File: src/rtl/microwave_pkg.sv
// Shared keypad types: debounce FSM states, key width, one-hot test and key-to-BCD mapping.
// Pure declarations, no latency; no flow control involved.
package microwave_pkg;

   localparam int KEY_W = 10;

   typedef enum logic [1:0] {
      IDLE        = 2'd0,
      DEB_PRESS   = 2'd1,
      PRESSED     = 2'd2,
      DEB_RELEASE = 2'd3
   } kd_state_t;

   function automatic logic is_onehot(input logic [KEY_W-1:0] v);
      return (v != '0) && ((v & (v - KEY_W'(1))) == '0);
   endfunction

   // bit9 is key 1 down to bit1 key 9; bit0 (key 0) falls through to 0
   function automatic logic [3:0] key_digit(input logic [KEY_W-1:0] v);
      logic [3:0] d;
      d = 4'd0;
      for (int i = 1; i < KEY_W; i++) begin
         if (v[i]) d = 4'(KEY_W - i);
      end
      return d;
   endfunction

endpackage

File: src/rtl/keypad_debounce_if.sv
// Debounced key event bundle from the debouncer to the digit encoder.
// Registered signals, single-cycle key_valid strobe; no backpressure, consumer must accept every strobe.
interface keypad_debounce_if;
   import microwave_pkg::*;

   logic [KEY_W-1:0] keypad_clean;
   logic             key_valid;
   logic [3:0]       key_code;
   logic             busy;

   modport master (
      output keypad_clean,
      output key_valid,
      output key_code,
      output busy
   );

   modport slave (
      input keypad_clean,
      input key_valid,
      input key_code,
      input busy
   );

endinterface

File: src/rtl/sync_2ff.sv
// Two-flop synchronizer for asynchronous level inputs.
// Latency 2 clock cycles; no backpressure.
module sync_2ff #(
   parameter int WIDTH = 1
) (
   input  logic             clock,
   input  logic             clrn,
   input  logic [WIDTH-1:0] d,
   output logic [WIDTH-1:0] q
);

   logic [WIDTH-1:0] meta_q;

   always_ff @(posedge clock or negedge clrn) begin
      if (!clrn) begin
         meta_q <= '0;
         q      <= '0;
      end else begin
         meta_q <= d;
         q      <= meta_q;
      end
   end

endmodule

File: src/rtl/keypad_debounce.sv
// Keypad debouncer: synchronizes raw contacts, qualifies single-key presses/releases, strobes the BCD digit.
// Strobe DEBOUNCE_CYCLES+3 edges after a stable press; no backpressure, locked out while enablen=0.
module keypad_debounce
   import microwave_pkg::*;
#(
   parameter int DEBOUNCE_CYCLES = 16,
   parameter int CNT_W           = 8
) (
   input  logic             clock,
   input  logic             clrn,
   input  logic [KEY_W-1:0] keypad_raw,
   input  logic             enablen,
   keypad_debounce_if.master kb
);

   logic [KEY_W-1:0] keypad_s;
   kd_state_t        state_q, state_d;
   logic [KEY_W-1:0] cap_q, cap_d;
   logic [CNT_W-1:0] cnt_q, cnt_d;
   logic [KEY_W-1:0] clean_q, clean_d;
   logic             valid_q, valid_d;
   logic [3:0]       code_q, code_d;
   logic             busy_q, busy_d;
   logic             armed_q, armed_d;
   logic             cnt_last;

   sync_2ff #(.WIDTH(KEY_W)) u_sync (
      .clock (clock),
      .clrn  (clrn),
      .d     (keypad_raw),
      .q     (keypad_s)
   );

   assign cnt_last = (cnt_q == CNT_W'(DEBOUNCE_CYCLES - 1));

   always_ff @(posedge clock or negedge clrn) begin
      if (!clrn) begin
         state_q <= IDLE;
      end else begin
         state_q <= state_d;
      end
   end

   always_comb begin
      state_d  = state_q;
      cap_d    = cap_q;
      cnt_d    = cnt_q;
      valid_d  = 1'b0;
      code_d   = code_q;
      // A key first seen during lockout must be released before it may qualify
      armed_d  = armed_q;
      if (keypad_s == '0)  armed_d = 1'b1;
      else if (!enablen)   armed_d = 1'b0;

      case (state_q)
         IDLE: begin
            if (enablen && armed_q && is_onehot(keypad_s)) begin
               cap_d   = keypad_s;
               cnt_d   = '0;
               state_d = DEB_PRESS;
            end
         end
         DEB_PRESS: begin
            if (!enablen) begin
               state_d = PRESSED;
            end else if (keypad_s != cap_q) begin
               state_d = IDLE;
            end else if (cnt_last) begin
               state_d = PRESSED;
               valid_d = 1'b1;
               code_d  = key_digit(cap_q);
            end else begin
               cnt_d = cnt_q + CNT_W'(1);
            end
         end
         PRESSED: begin
            if (keypad_s == '0) begin
               cnt_d   = '0;
               state_d = DEB_RELEASE;
            end
         end
         DEB_RELEASE: begin
            if (keypad_s != '0) begin
               state_d = PRESSED;
            end else if (cnt_last) begin
               state_d = IDLE;
            end else begin
               cnt_d = cnt_q + CNT_W'(1);
            end
         end
         default: state_d = IDLE;
      endcase

      clean_d = (state_d == PRESSED || state_d == DEB_RELEASE) ? cap_d : '0;
      busy_d  = (state_d != IDLE);
   end

   always_ff @(posedge clock or negedge clrn) begin
      if (!clrn) begin
         cap_q   <= '0;
         cnt_q   <= '0;
         clean_q <= '0;
         valid_q <= 1'b0;
         code_q  <= 4'd0;
         busy_q  <= 1'b0;
         armed_q <= 1'b1;
      end else begin
         cap_q   <= cap_d;
         cnt_q   <= cnt_d;
         clean_q <= clean_d;
         valid_q <= valid_d;
         code_q  <= code_d;
         busy_q  <= busy_d;
         armed_q <= armed_d;
      end
   end

   assign kb.keypad_clean = clean_q;
   assign kb.key_valid    = valid_q;
   assign kb.key_code     = code_q;
   assign kb.busy         = busy_q;

endmodule
File: src/flat_wrapper.sv
// flat-port wrapper written by rule: the top's interface ports become plain ports
module keypad_debounce_flat import microwave_pkg::*;
#(
   parameter int DEBOUNCE_CYCLES = 16,
   parameter int CNT_W           = 8
)
  (clock, clrn, keypad_raw, enablen, kb_keypad_clean, kb_key_valid, kb_key_code, kb_busy);
  keypad_debounce_if kb_i ();
  input  logic clock;
  input  logic clrn;
  input  logic [KEY_W-1:0] keypad_raw;
  input  logic enablen;
  output wire logic [$bits(kb_i.keypad_clean)-1:0] kb_keypad_clean;
  output wire logic [$bits(kb_i.key_valid)-1:0] kb_key_valid;
  output wire logic [$bits(kb_i.key_code)-1:0] kb_key_code;
  output wire logic [$bits(kb_i.busy)-1:0] kb_busy;
  assign kb_keypad_clean = kb_i.keypad_clean;
  assign kb_key_valid = kb_i.key_valid;
  assign kb_key_code = kb_i.key_code;
  assign kb_busy = kb_i.busy;
  keypad_debounce #(.DEBOUNCE_CYCLES(DEBOUNCE_CYCLES), .CNT_W(CNT_W)) u_core (.clock(clock), .clrn(clrn), .keypad_raw(keypad_raw), .enablen(enablen), .kb(kb_i));
endmodule
File: config.mk
export PLATFORM = sky130hd
export DESIGN_NAME = keypad_debounce_flat
export DESIGN_NICKNAME = d
export VERILOG_FILES = /design/src/rtl/microwave_pkg.sv /design/src/rtl/keypad_debounce_if.sv /design/src/rtl/sync_2ff.sv /design/src/rtl/keypad_debounce.sv /design/src/flat_wrapper.sv
export SDC_FILE = /design/constraint.sdc
export NUM_CORES = 1
export LEC_CHECK = 0
export BUFFER_PORTS_ARGS = -buffer_cell sky130_fd_sc_hd__buf_4
export CORE_UTILIZATION = 51
export CTS_CLUSTER_SIZE = 16
export DETAILED_ROUTE_END_ITERATION = 7
export PLACE_DENSITY = 0.74
export SLEW_MARGIN = 0
export SYNTH_ARGS = -nofsm -noshare
export SYNTH_HDL_FRONTEND = slang
export SYNTH_SLANG_ARGS = --single-unit
File: constraint.sdc
create_clock -name clock -period 2.2 [get_ports clock]
set_input_delay 0.11 -clock clock [delete_from_list [all_inputs] [get_ports clock]]
set_output_delay 0.11 -clock clock [all_outputs]
set_load 0.03 [all_outputs]
; Yosys cells after proc, flatten, opt, wreduce, memory -nomap -nowiden
; Index checks and enable logic that the tools add are counted.
[op_classes]
bitwise = 2
add_sub_neg = 2
mux = 33
n_eq_ne = 13
n_reduce_logical = 11
[op_table]
columns = cell, n
row1 = $mux W8, 6
row2 = $mux W4, 9
row3 = $pmux W8 S4, 1
row4 = $mux W10, 3
row5 = $logic_not A10 Y1, 2
row6 = $mux W2, 7
row7 = $and A10 B10 Y10, 1
row8 = $ne A10 B10 Y1, 1
row9 = $reduce_bool A10 Y1, 1
row10 = $sub A10 B1 Y10 const B, 1
row11 = $add A8 B1 Y8 const B, 1
row12 = $eq A2 B2 Y1 const B, 4
row13 = $eq A8 B4 Y1 const B, 1
row14 = $pmux W2 S4, 1
row15 = $mux W1, 6
row16 = $ne A2 B1 Y1 const B, 3
row17 = $ne A2 B2 Y1 const B, 3
row18 = $reduce_and A5 Y1, 1
row19 = $reduce_and A4 Y1, 1
row20 = $logic_and A1 B1 Y1, 3
row21 = $eq A2 B1 Y1 const B, 1
row22 = $logic_not A2 Y1, 1
row23 = $reduce_bool A2 Y1, 1
row24 = $logic_or A1 B1 Y1, 1
row25 = $not A1 Y1, 1
[word_totals]
elab_cells = 71
input_bits = 13
out_inout_bits = 16
reg_bits = 57

; Logic depth before layout (Yosys ltp)
; Gate-level depths: netlist of run 1.
[logic_depth]
word_depth = 10
ltp_mapped = 8
mapped_depth_nobuf = 8

; Cells and area by module
; From an unflattened synthesis of run 1, not the netlist that was laid out.
[unflattened]
hier_cells = 200
hier_area_um2 = 2368.5
[by_module_without_submodules]
columns = mod, area_per_inst_um2, seq_area_each_um2, cells_per_inst, n_inst
row1 = keypad_debounce, 1868.0, 927.1, 180, 1
row2 = sync_2ff, 500.5, 500.5, 20, 1

; Least setup slack after synthesis of run 1
; No wires, ideal clock.
[synth_timing]
path_type = reg-to-reg
startpoint = register u_core.u_sync.q[2]
endpoint = register u_core.cap_q[0]
setup_time_ps = 125
path_stages_with_launch = 8
n_path_buf = 1
period_less_slack_ps = 2061
setup_slack_ps = 139
arrival_ps = 1935
t_required_ps = 2075
path_cell_list = dfrtp_1 -> nor4_2 -> nand2_1 -> nor3_1 -> o211ai_1 -> or3_1 -> buf_6 -> mux2_4
[synth_via]
elab_chain_len = 7
elab_cells_between_ends = 8
cone_classes = 1 x add/sub / 2 x mux / 1 x bitwise / 4 x reduce/logical
[synth_lines]
columns = item, line
row1 = from (decl), sync_2ff.sv:9  ; output logic [WIDTH-1:0] q
row2 = from (signal assigned), sync_2ff.sv:20  ; q <= meta_q;
row3 = $sub A10 B1 Y10, microwave_pkg.sv:15  ; return (v != '0) && ((v & (v - KEY_W'(1))) == '0);
row4 = $and A10 B10 Y10, microwave_pkg.sv:15
row5 = $logic_not A10 Y1, microwave_pkg.sv:15
row6 = $logic_and A1 B1 Y1 (*), microwave_pkg.sv:15
row7 = $logic_and A1 B1 Y1 (*), keypad_debounce.sv:57  ; if (enablen && armed_q && is_onehot(keypad_s)) begin
row8 = $mux W10 (*), keypad_debounce.sv:57
row9 = $mux W10 (*), keypad_debounce.sv:55  ; case (state_q)
row10 = named net u_core.cap_d[0], keypad_debounce.sv:18  ; logic [KEY_W-1:0] cap_q, cap_d;
row11 = to (signal assigned), keypad_debounce.sv:108  ; cap_q <= cap_d;
row12 = to (decl), keypad_debounce.sv:18
; Mark *: on every way through the listed nets, which the timed path passes. The rest lies on a longest branch.
; A chain may end at the register's enable or synchronous reset.

; Worst setup path after layout of run 1
[layout_timing]
startpoint = register u_core.u_sync.q[3]
endpoint = register u_core.cap_q[1]
; Same word-level chain as after synthesis.

==> results of run 1 <==
synth_stat cells, types with 2 or more instances:
master and instances:
a21o_1 2, a21oi_1 4, a22o_1 5, and2_1 8, and3_1 3, dfrtp_1 56, inv_1 8, mux2_4 10
mux2i_1 2, nand2_1 9, nand2b_1 3, nand3_1 5, nand4_1 2, nor2_1 8, nor3_1 7, nor4_1 5
o2111ai_1 2, o211ai_1 4, o21ai_0 10, o21bai_1 2, or2_2 2, xnor2_1 6, xor2_1 5
state kept, by name, summed over array words and instances, names as in the netlist:
name and flops:
u_core.cap_q 10, u_core.kb.keypad_clean 10, u_core.u_sync.meta_q 10, u_core.u_sync.q 10, u_core.cnt_q 8, u_core.kb.key_code 4, u_core.state_q 2, u_core.armed_q 1
u_core.kb.busy 1, u_core.kb.key_valid 1
final cells by class:
type / instances / area (um2) / share of cell area
sequential: 57 / 1430 / 0.4600
multi-input combinational: 121 / 928.4 / 0.2986
timing repair buffer: 56 / 451.7 / 0.1453
clock buffer: 10 / 137.6 / 0.04427
clock inverter: 6 / 66.31 / 0.02133
tap: 52 / 65.06 / 0.02093
inverter: 8 / 30.03 / 0.009658
critical path, delay by kind of cell, from the launching register on:
family          cells  cell delay (ns)
compound gates      1             0.12
buf+inv             1             0.17
flops               1             0.43
mux                 1             0.30
simple gates        4             0.97
layer usage:
metal | GRT usage | vias to the layer above | wire length [um]
li1 | - | 806 | -
met1 | 0.2527 | 779 | 1930
met2 | 0.2931 | 35 | 2106
met3 | 0.05195 | 8 | 140
met4 | 0.1133 | 0 | 95
met5 | 0 | - | 0
how the worst max path moves through the flow:
stage | end | from
2_1_floorplan | u_core.cap_q[0] | u_core.u_sync.q[2]
3_3_place_gp | u_core.kb.key_code[0] | u_core.u_sync.q[2]
3_5_place_dp | u_core.cnt_q[7] | u_core.u_sync.q[2]
4_1_cts | u_core.cap_q[1] | u_core.u_sync.q[5]
5_1_grt | u_core.cap_q[1] | u_core.u_sync.q[3]
6_report | u_core.cap_q[1] | u_core.u_sync.q[3]
cells by family (layout without fill, tap and decap cells):
| logic type | count (synthesis) | count (layout) | share of synthesized area |
|---|---|---|---|
| AO/OA/AOI/OAI | 34 | 34 | 0.09817 |
| XOR/XNOR | 11 | 11 | 0.04042 |
| adder cells (fa/ha/maj) | 2 | 2 | 0.009448 |
| buffers and inverters | 10 | 80 | 0.01942 |
| flip-flops | 57 | 57 | 0.5990 |
| multiplexers | 13 | 13 | 0.07611 |
| AND/OR/NAND/NOR | 61 | 61 | 0.1575 |
metrics by stage:
stage | util | setup TNS (ns) | instances | cell area [um2]
2_1_floorplan | - | 0 | 188 | 2384
3_3_place_gp | 0.6276 | 0 | 283 | 2770
3_5_place_dp | 0.6276 | 0 | 283 | 2770
4_1_cts | 0.6987 | 0 | 310 | 3084
5_1_grt | 0.7044 | -0.3268 | 310 | 3109
6_report | 0.7044 | 0 | 310 | 3109
power breakdown:
part | total (mW) | switching, mW | internal [mW]
Clock | 0.971 | 0.417 | 0.554
Combinational | 0.411 | 0.230 | 0.182
Sequential | 1.21 | 0.0857 | 1.12
Total | 2.59 | 0.732 | 1.86
what timing repair did:
action / 4_1_cts / 5_1_grt
endpoints found under the setup margin: 0 / 19
resized for setup: 0 / 7
hold buffers: 11 / 0
endpoints found under the hold margin: 66 / 0
==> flow_summary.ini, run 1 <==
[status]
status = finished, final reports clean

[routing]
drt-total-wl_um = 4272
post_drt_via_cell_ratio = 5.252
drt_iter0_drc = 50
route.detailed.drc = 0
vias = 1628
wl_per_cell_um = 13.78
firstDrtPassIters = 4
ant_nets = 0

[yosys]
synth_enable_flop_cells = 0
syn_nets = 202
ys_async_sr_fraction = 1.000
yosysWarnings = 0
yosysTopAreaCell = dfrtp_1
syn_inst = 188
netlist_area_mm2 = 0.002384
syn_area_per_cell_um2 = 12.68
synth_ff_type = dfrtp_1
synth_seq_cells = 57
yosysTopAreaCellShare = 0.5879
ys_seq_area_frac = 0.5990
synth.area.top_cells = dfrtp_1, mux2_4, xnor2_1, and2_1, o21ai_0
synth_cell_types = 43

[grt]
grt_first_pass_wirelength_um = 7079
antenna_found_initial = 0
grtUsageTotal = 0.1946
grt_max_degree = 58
gr-total-overflow = 0
grt_pass1_vias = 1540

[timing]
maxSlewHeadroom = 0.5488
finalCriticalPeriod_ns = 2.112
rsz0062_at_grt = true
finClkSkew_ns = 0.007791
holdWs_ns = 0.03952
finalSetupViolCount = 0
fin_ws_ns = 0.08803
slew_viol_final = 0
clock.fmax_ghz = 0.4735
tightest_slew_ns = 0.6768
fin_crit_sh = 0.9600
hold_viol_final = 0

[placed_design]
io_buffers = 28
place_hpwl_um = 2925
preCtsSetupSlack_ns = 0.05022
gp_congestion = 0.7955

[power]
total_power_mw = 2.588
leakagePower_nw = 1.485
powerDensity_mw_per_mm2 = 832.4
peakVddDrop_mv = 0.6563

[layout]
layout_common_cells = dfrtp_1, buf_4, dlygate4sd3_1
nets = 267
fill_cells = 320
final_common_cell = dfrtp_1
area_growth_pct = 30.45
drive_gt1_frac = 0.3333
diodes = 0

[setup_path]
crit_path_end_kind = flip-flop
r2r_setup_slack_ns = 0.09
cpPeakStageDelay_ns = 0.43
path_class = reg -> reg
crit_path_start_kind = flip-flop
reg2reg_from = u_core.u_sync.q[3]
cp_max_fo = 10
cpMaxStageDelayCell = dfrtp_1
r2r_cells = 7
path_cells = nor4_4, nand2_1, nor3_1, o211ai_1, or3_1, buf_6, mux2_4
worstReg2RegEnd = u_core.cap_q[1]
crit_required_ns = 2.41
critPathArrivalTime_ns = 2.32

[clock_network]
cts_buffer_depth = 2
clkSinkCount = 57
cts_tree = yes
cts.clk_slew.worst_paths_ns = 0.07
clkLatencyLatePin_ns = 0.33
h-tree-depth = 3
post_cts_buffers = 0
cts_buffers = 9
clock_tree.root_cell = clkbuf_8

[die]
die_area_mm2 = 0.004951
core_area_mm2 = 0.004414
die_w_um = 70.37
rows = 24
io_pins = 29
die-height_um = 70.37
start_util = 0.5400

[flow_run]
maxCapViolations = 0

[hold_path]
holdPathEnd = u_core.armed_q
hold-path-cell-count = 3
hp-class = in -> reg
holdCritStartpoint = enablen
Power figures use the tool's default switching activity.
==> inputs of run 2 (changes only) <==
--- a/config.mk
+++ b/config.mk
@@ -10,7 +10,9 @@
 export CTS_CLUSTER_SIZE = 16
 export DETAILED_ROUTE_END_ITERATION = 7
 export PLACE_DENSITY = 0.74
+export SETUP_SLACK_MARGIN = 0.02
 export SLEW_MARGIN = 0
 export SYNTH_ARGS = -nofsm -noshare
 export SYNTH_HDL_FRONTEND = slang
+export SYNTH_HIERARCHICAL = 1
 export SYNTH_SLANG_ARGS = --single-unit
==> run 2 against run 1 <==
Net effect: first-iteration DRC count grew to 2.6 times the previous value; core utilization is 1.2 points higher; sequential power down 9.9%; wire length up 11%; maximum frequency decreased by 1.9%; largest cell class unchanged; largest power group unchanged.
==> flow_summary.ini, run 2 <==
[status]
status = finished, final reports clean

[power]
powerDensity_mw_per_mm2 = 647.4
leakagePower_nw = 1.513
peakVddDrop_mv = 0.5661

[clock_network]
h-tree-depth = 3
clkSinkCount = 57
cts.clk_slew.worst_paths_ns = 0.06
cts_buffer_depth = 2
cts_buffers = 9
cts_tree = yes
clkLatencyLatePin_ns = 0.33
clock_tree.root_cell = clkbuf_8

[placed_design]
place_hpwl_um = 3167
io_buffers = 28
preCtsSetupSlack_ns = 0.1166
gp_congestion = 0.8319
dpl_cell_area_mm2 = 0.002800

[yosys]
synth_simple_gate_area_frac = 0.1807
synth_xor_area_frac = 0.03698
synth_top_family_by_area = simple AND/OR/NAND/NOR gates
netlist_area_mm2 = 0.002369
synth_enable_flop_cells = 0
syn_inst = 200
yosysTopAreaCell = dfrtp_1
synth_seq_cells = 57
synth_cell_types = 41
synth_ff_type = dfrtp_1
synth.most_common_cell = dfrtp_1
ys_async_sr_fraction = 1.000
yosysTopAreaCellShare = 0.5917
ys_seq_area_frac = 0.6027
syn_nets = 214
yosys-top-cells-count = dfrtp_1, o21ai_0, nand2_1
yosysWarnings = 6
synth.area.top_cells = dfrtp_1, mux2_2, o21ai_0, nor2b_1, nand2_1
synth_compound_area_frac = 0.09720
synth-adder-area-share = 0.005283
synthMuxAreaShare = 0.05230
syn_area_per_cell_um2 = 11.84

[setup_path]
cpMaxStageDelayCell = or4_4
path_class = reg -> reg
crit_path_start_kind = flip-flop
cp_max_fo = 5
crit_path_end_kind = flip-flop
path_depth = 7
cpPeakStageDelay_ns = 0.47
crit_required_ns = 2.47
critPathArrivalTime_ns = 2.42
path_cells = xor2_1, or3_4, nor4_4, a21oi_2, buf_6, or4_4, nand3_2
r2r_cells = 7
path_delay_family = simple AND/OR/NAND/NOR gates
cp_num_buf_inv = 1

[timing]
fin_crit_sh = 0.9782
tightest_slew_ns = 0.6829
maxSlewHeadroom = 0.5448
fin_ws_ns = 0.04789
holdWs_ns = 0.05082
rsz0062_at_grt = true
clock.fmax_ghz = 0.4647
slew_viol_final = 0
finClkSkew_ns = 0.01225
setup_tns_ns = 0
hold_viol_final = 0
finalSetupViolCount = 0
finalCriticalPeriod_ns = 2.152

[hold_path]
hp-class = in -> reg
hold-path-cell-count = 3

[layout]
utilization = 0.7160
finish.instance_area_mm2 = 0.003161
final_common_cell = dfrtp_1
fill_cells = 306
nets = 285
drive_gt1_frac = 0.3406
diodes = 0
area_growth_pct = 33.44
layout_common_cells = dfrtp_1, buf_4, o21ai_0

[routing]
drt-total-wl_um = 4744
wl_per_cell_um = 14.46
post_drt_via_cell_ratio = 5.360
route.detailed.drc = 0
vias = 1758
ant_nets = 0
drt_iter0_drc = 132
firstDrtPassIters = 4

[die]
core_area_mm2 = 0.004414
die_w_um = 70.15
die_area_mm2 = 0.004921
rows = 24
io_pins = 29
die-height_um = 70.15
start_util = 0.5366

[grt]
antenna_found_initial = 0
grtUsageTotal = 0.2176
gr-total-overflow = 0
grt_max_degree = 58
grt_pass1_vias = 1759
grt_first_pass_wirelength_um = 7955

[flow_run]
maxCapViolations = 0
==> run 2: cell type report <==
class	count	area [um2]	share of cell area
tap	52	65.06	0.02059
clock buffer	16	180.2	0.05701
timing repair buffer	65	529.3	0.1675
multi-input combinational	130	925.9	0.2930
inverter	8	30.03	0.009501
sequential	57	1430	0.4525
==> run 2: timing repair <==
| action | in CTS | in global routing |
|---|---|---|
| hold buffers | 11 | 0 |
| setup buffers | 0 | 2 |
| hold endpoints to repair | 66 | 0 |
| resized for setup | 0 | 14 |
| endpoints found under the setup margin | 0 | 21 |
==> run 2: final timing paths <==
kind	from	endpoint	slack [ns]
worst max-delay path	u_core/cap_q[5]	u_core/cnt_q[3]	0.05
worst min-delay path	enablen	u_core/armed_q	0.05
worst max register to register	u_core/cap_q[5]	u_core/cnt_q[3]	0.05
worst min register to register	u_core/u_sync/meta_q[7]	u_core/u_sync/q[7]	0.35
max in group asynchronous	clrn	u_core/u_sync/q[5]	1.34
min in group asynchronous	clrn	u_core/kb.keypad_clean[7]	0.37
==> run 2: tightest hold or removal path, delay by kind of cell <==
kind / cells / cell delay (ns)
buffers and inverters: 1 / 0.13
and+or+nand+nor: 2 / 0.13
==> run 2: logic make-up after synthesis <==
kind of cell    count (synthesis)
xor+xnor                       10
fa+ha+maj                       1
mux                            11
simple gates                   72
flops                          57
compound gates                 36
buf+inv                        13
==> run 2: metal layers <==
metal	up-vias	routed length [um]	global-route usage
met5	-	0	0
met4	0	82	0.1089
met3	7	266	0.06494
met2	55	2285	0.3269
met1	849	2109	0.2880
li1	847	-	-
==> run 2: where the power goes <==
part | internal [mW] | switching, mW
Clock | 0.503 | 0.361
Sequential | 1.07 | 0.0175
Combinational | 0.0478 | 0.0488
==> run 2: through the flow <==
step / power, mW / instances
after floorplan: 1.126 / 200
after global placement: 1.180 / 298
after detailed placement: 1.182 / 298
after CTS: 2.069 / 325
after global routing: 2.120 / 328
final: 2.046 / 328
==> inputs of run 3 (changes only) <==
--- a/config.mk
+++ b/config.mk
@@ -6,6 +6,7 @@
 export NUM_CORES = 1
 export LEC_CHECK = 0
 export BUFFER_PORTS_ARGS = -buffer_cell sky130_fd_sc_hd__buf_4
+export CORE_ASPECT_RATIO = 0.75
 export CORE_UTILIZATION = 51
 export CTS_CLUSTER_SIZE = 16
 export DETAILED_ROUTE_END_ITERATION = 7
==> run 3 against run 2 <==
Net effect: setup slack gained 0.013 ns; critical path depth unchanged; power fell by 0.34%; register-to-register slack about the same; first-iteration DRC count decreased by 24%; global-route usage grew 0.21 points; core utilization is 0.34 points lower; via count increased by 2.2%; hold slack worse by 0.0099 ns; combinational power rose by 5%; largest power group unchanged; highest routed layer unchanged.
==> flow_summary.ini, run 3 (synthesis results as in run 2) <==
[timing]
setup_tns_ns = 0
slew_viol_final = 0
fin_crit_sh = 0.9724
finalCriticalPeriod_ns = 2.139
clock.fmax_ghz = 0.4675
finalSetupViolCount = 0
maxSlewHeadroom = 0.5436
rsz0062_at_grt = true
fin_ws_ns = 0.06074
holdWs_ns = 0.04090
tightest_slew_ns = 0.6846
hold_viol_final = 0
finClkSkew_ns = 0.006314

[power]
total_power_mw = 2.039
leakagePower_nw = 1.526
peakVddDrop_mv = 0.4686
powerDensity_mw_per_mm2 = 640.6

[placed_design]
dpl_cell_area_mm2 = 0.002809
io_buffers = 28
dp_cells = 305
gp_congestion = 0.8441
preCtsSetupSlack_ns = 0.003665
place_hpwl_um = 3232

[clock_network]
clkSinkCount = 57
cts_tree = yes
clock_tree.root_cell = clkbuf_8
clkLatencyLatePin_ns = 0.34
cts_buffers = 9
h-tree-depth = 3
cts.clk_slew.worst_paths_ns = 0.06
cts_buffer_depth = 2

[status]
status = finished, final reports clean

[layout]
nets = 288
finish.instance_area_mm2 = 0.003183
utilization = 0.7126
area_growth_pct = 34.39
diodes = 0
layout_common_cells = dfrtp_1, buf_4, o21ai_0
drive_gt1_frac = 0.3513
final_common_cell = dfrtp_1
layoutNonFillerInstCount = 336

[routing]
drt-total-wl_um = 5014
vias = 1797
firstDrtPassIters = 4
post_drt_via_cell_ratio = 5.348
drt_iter0_drc = 100
route.detailed.drc = 0
wl_per_cell_um = 14.92
ant_nets = 0

[flow_run]
maxCapViolations = 0

[setup_path]
cp_num_buf_inv = 1
path_cells = xor2_1, or3_4, nor4_4, a21oi_2, buf_4, or4_1, nand3_1
crit_path_end_kind = flip-flop
critPathArrivalTime_ns = 2.42
cp_max_fo = 7
cpPeakStageDelay_ns = 0.46
path_class = reg -> reg
crit_required_ns = 2.48
path_delay_family = simple AND/OR/NAND/NOR gates
cpMaxStageDelayCell = or4_1
crit_path_start_kind = flip-flop

[grt]
met1_usage = 0.3056
busiest_layer = met1
gr-total-overflow = 0
grt_pass1_vias = 1553
grtUsageTotal = 0.2196
antenna_found_initial = 0
grt_max_degree = 58
grtUsageMet3 = 0.09333
met2_usage = 0.2954
grt_first_pass_wirelength_um = 7521

[hold_path]
hp-class = in -> reg

[die]
die_area_mm2 = 0.004924
io_pins = 29
die-height_um = 61.02
rows = 21
core_area_mm2 = 0.004467
die_w_um = 80.69
start_util = 0.5303
-- run 3: repair_timing --
action / 4_1_cts / 5_1_grt
pin swaps: 1 / 8
buffers inserted: 0 / 4
setup endpoints to repair: 2 / 17
gates resized for setup: 1 / 13
hold endpoints to repair: 66 / 0
hold buffers: 11 / 0
-- run 3: area by class of cell --
cell class                 count  area [um2]
clock buffer                  13       158.9
inverter                       8       30.03
fill                         344        1284
sequential                    57        1428
clock inverter                 3       15.01
tap                           57       71.32
multi-input combinational    130       934.6
timing repair buffer          68       545.5
-- run 3: metal layers --
layer,routed length [um],vias up
met5,0,-
met4,77,0
met3,305,8
met2,2278,55
met1,2354,880
li1,-,854
-- run 3: path summary, 6_finish.rpt --
path | from | endpoint | slack [ns] | cells after the start
setup reg to reg | u_core/u_sync/q[5] | u_core/cnt_q[3] | 0.06 | 7
hold / removal | enablen | u_core/armed_q | 0.04 | 3
setup / recovery | u_core/u_sync/q[5] | u_core/cnt_q[3] | 0.06 | 7
hold reg to reg | u_core/u_sync/meta_q[9] | u_core/u_sync/q[9] | 0.35 | 0
max in group asynchronous | clrn | u_core/u_sync/q[5] | 1.39 | 2
min in group asynchronous | clrn | u_core/kb.keypad_clean[1] | 0.36 | 2
-- run 3: worst min-delay path, delay by kind of cell --
kind / cells / cell delay (ns)
buf+inv: 1 / 0.13
simple gates: 2 / 0.13
-- run 3: where the power goes --
part / switching (mW) / internal [mW] / total [mW] / leakage (nW)
Clock: 0.389 / 0.464 / 0.853 / 0.0932
Sequential: 0.0168 / 1.07 / 1.08 / 0.736
Combinational: 0.0515 / 0.0499 / 0.101 / 0.696
Total: 0.457 / 1.58 / 2.04 / 1.53
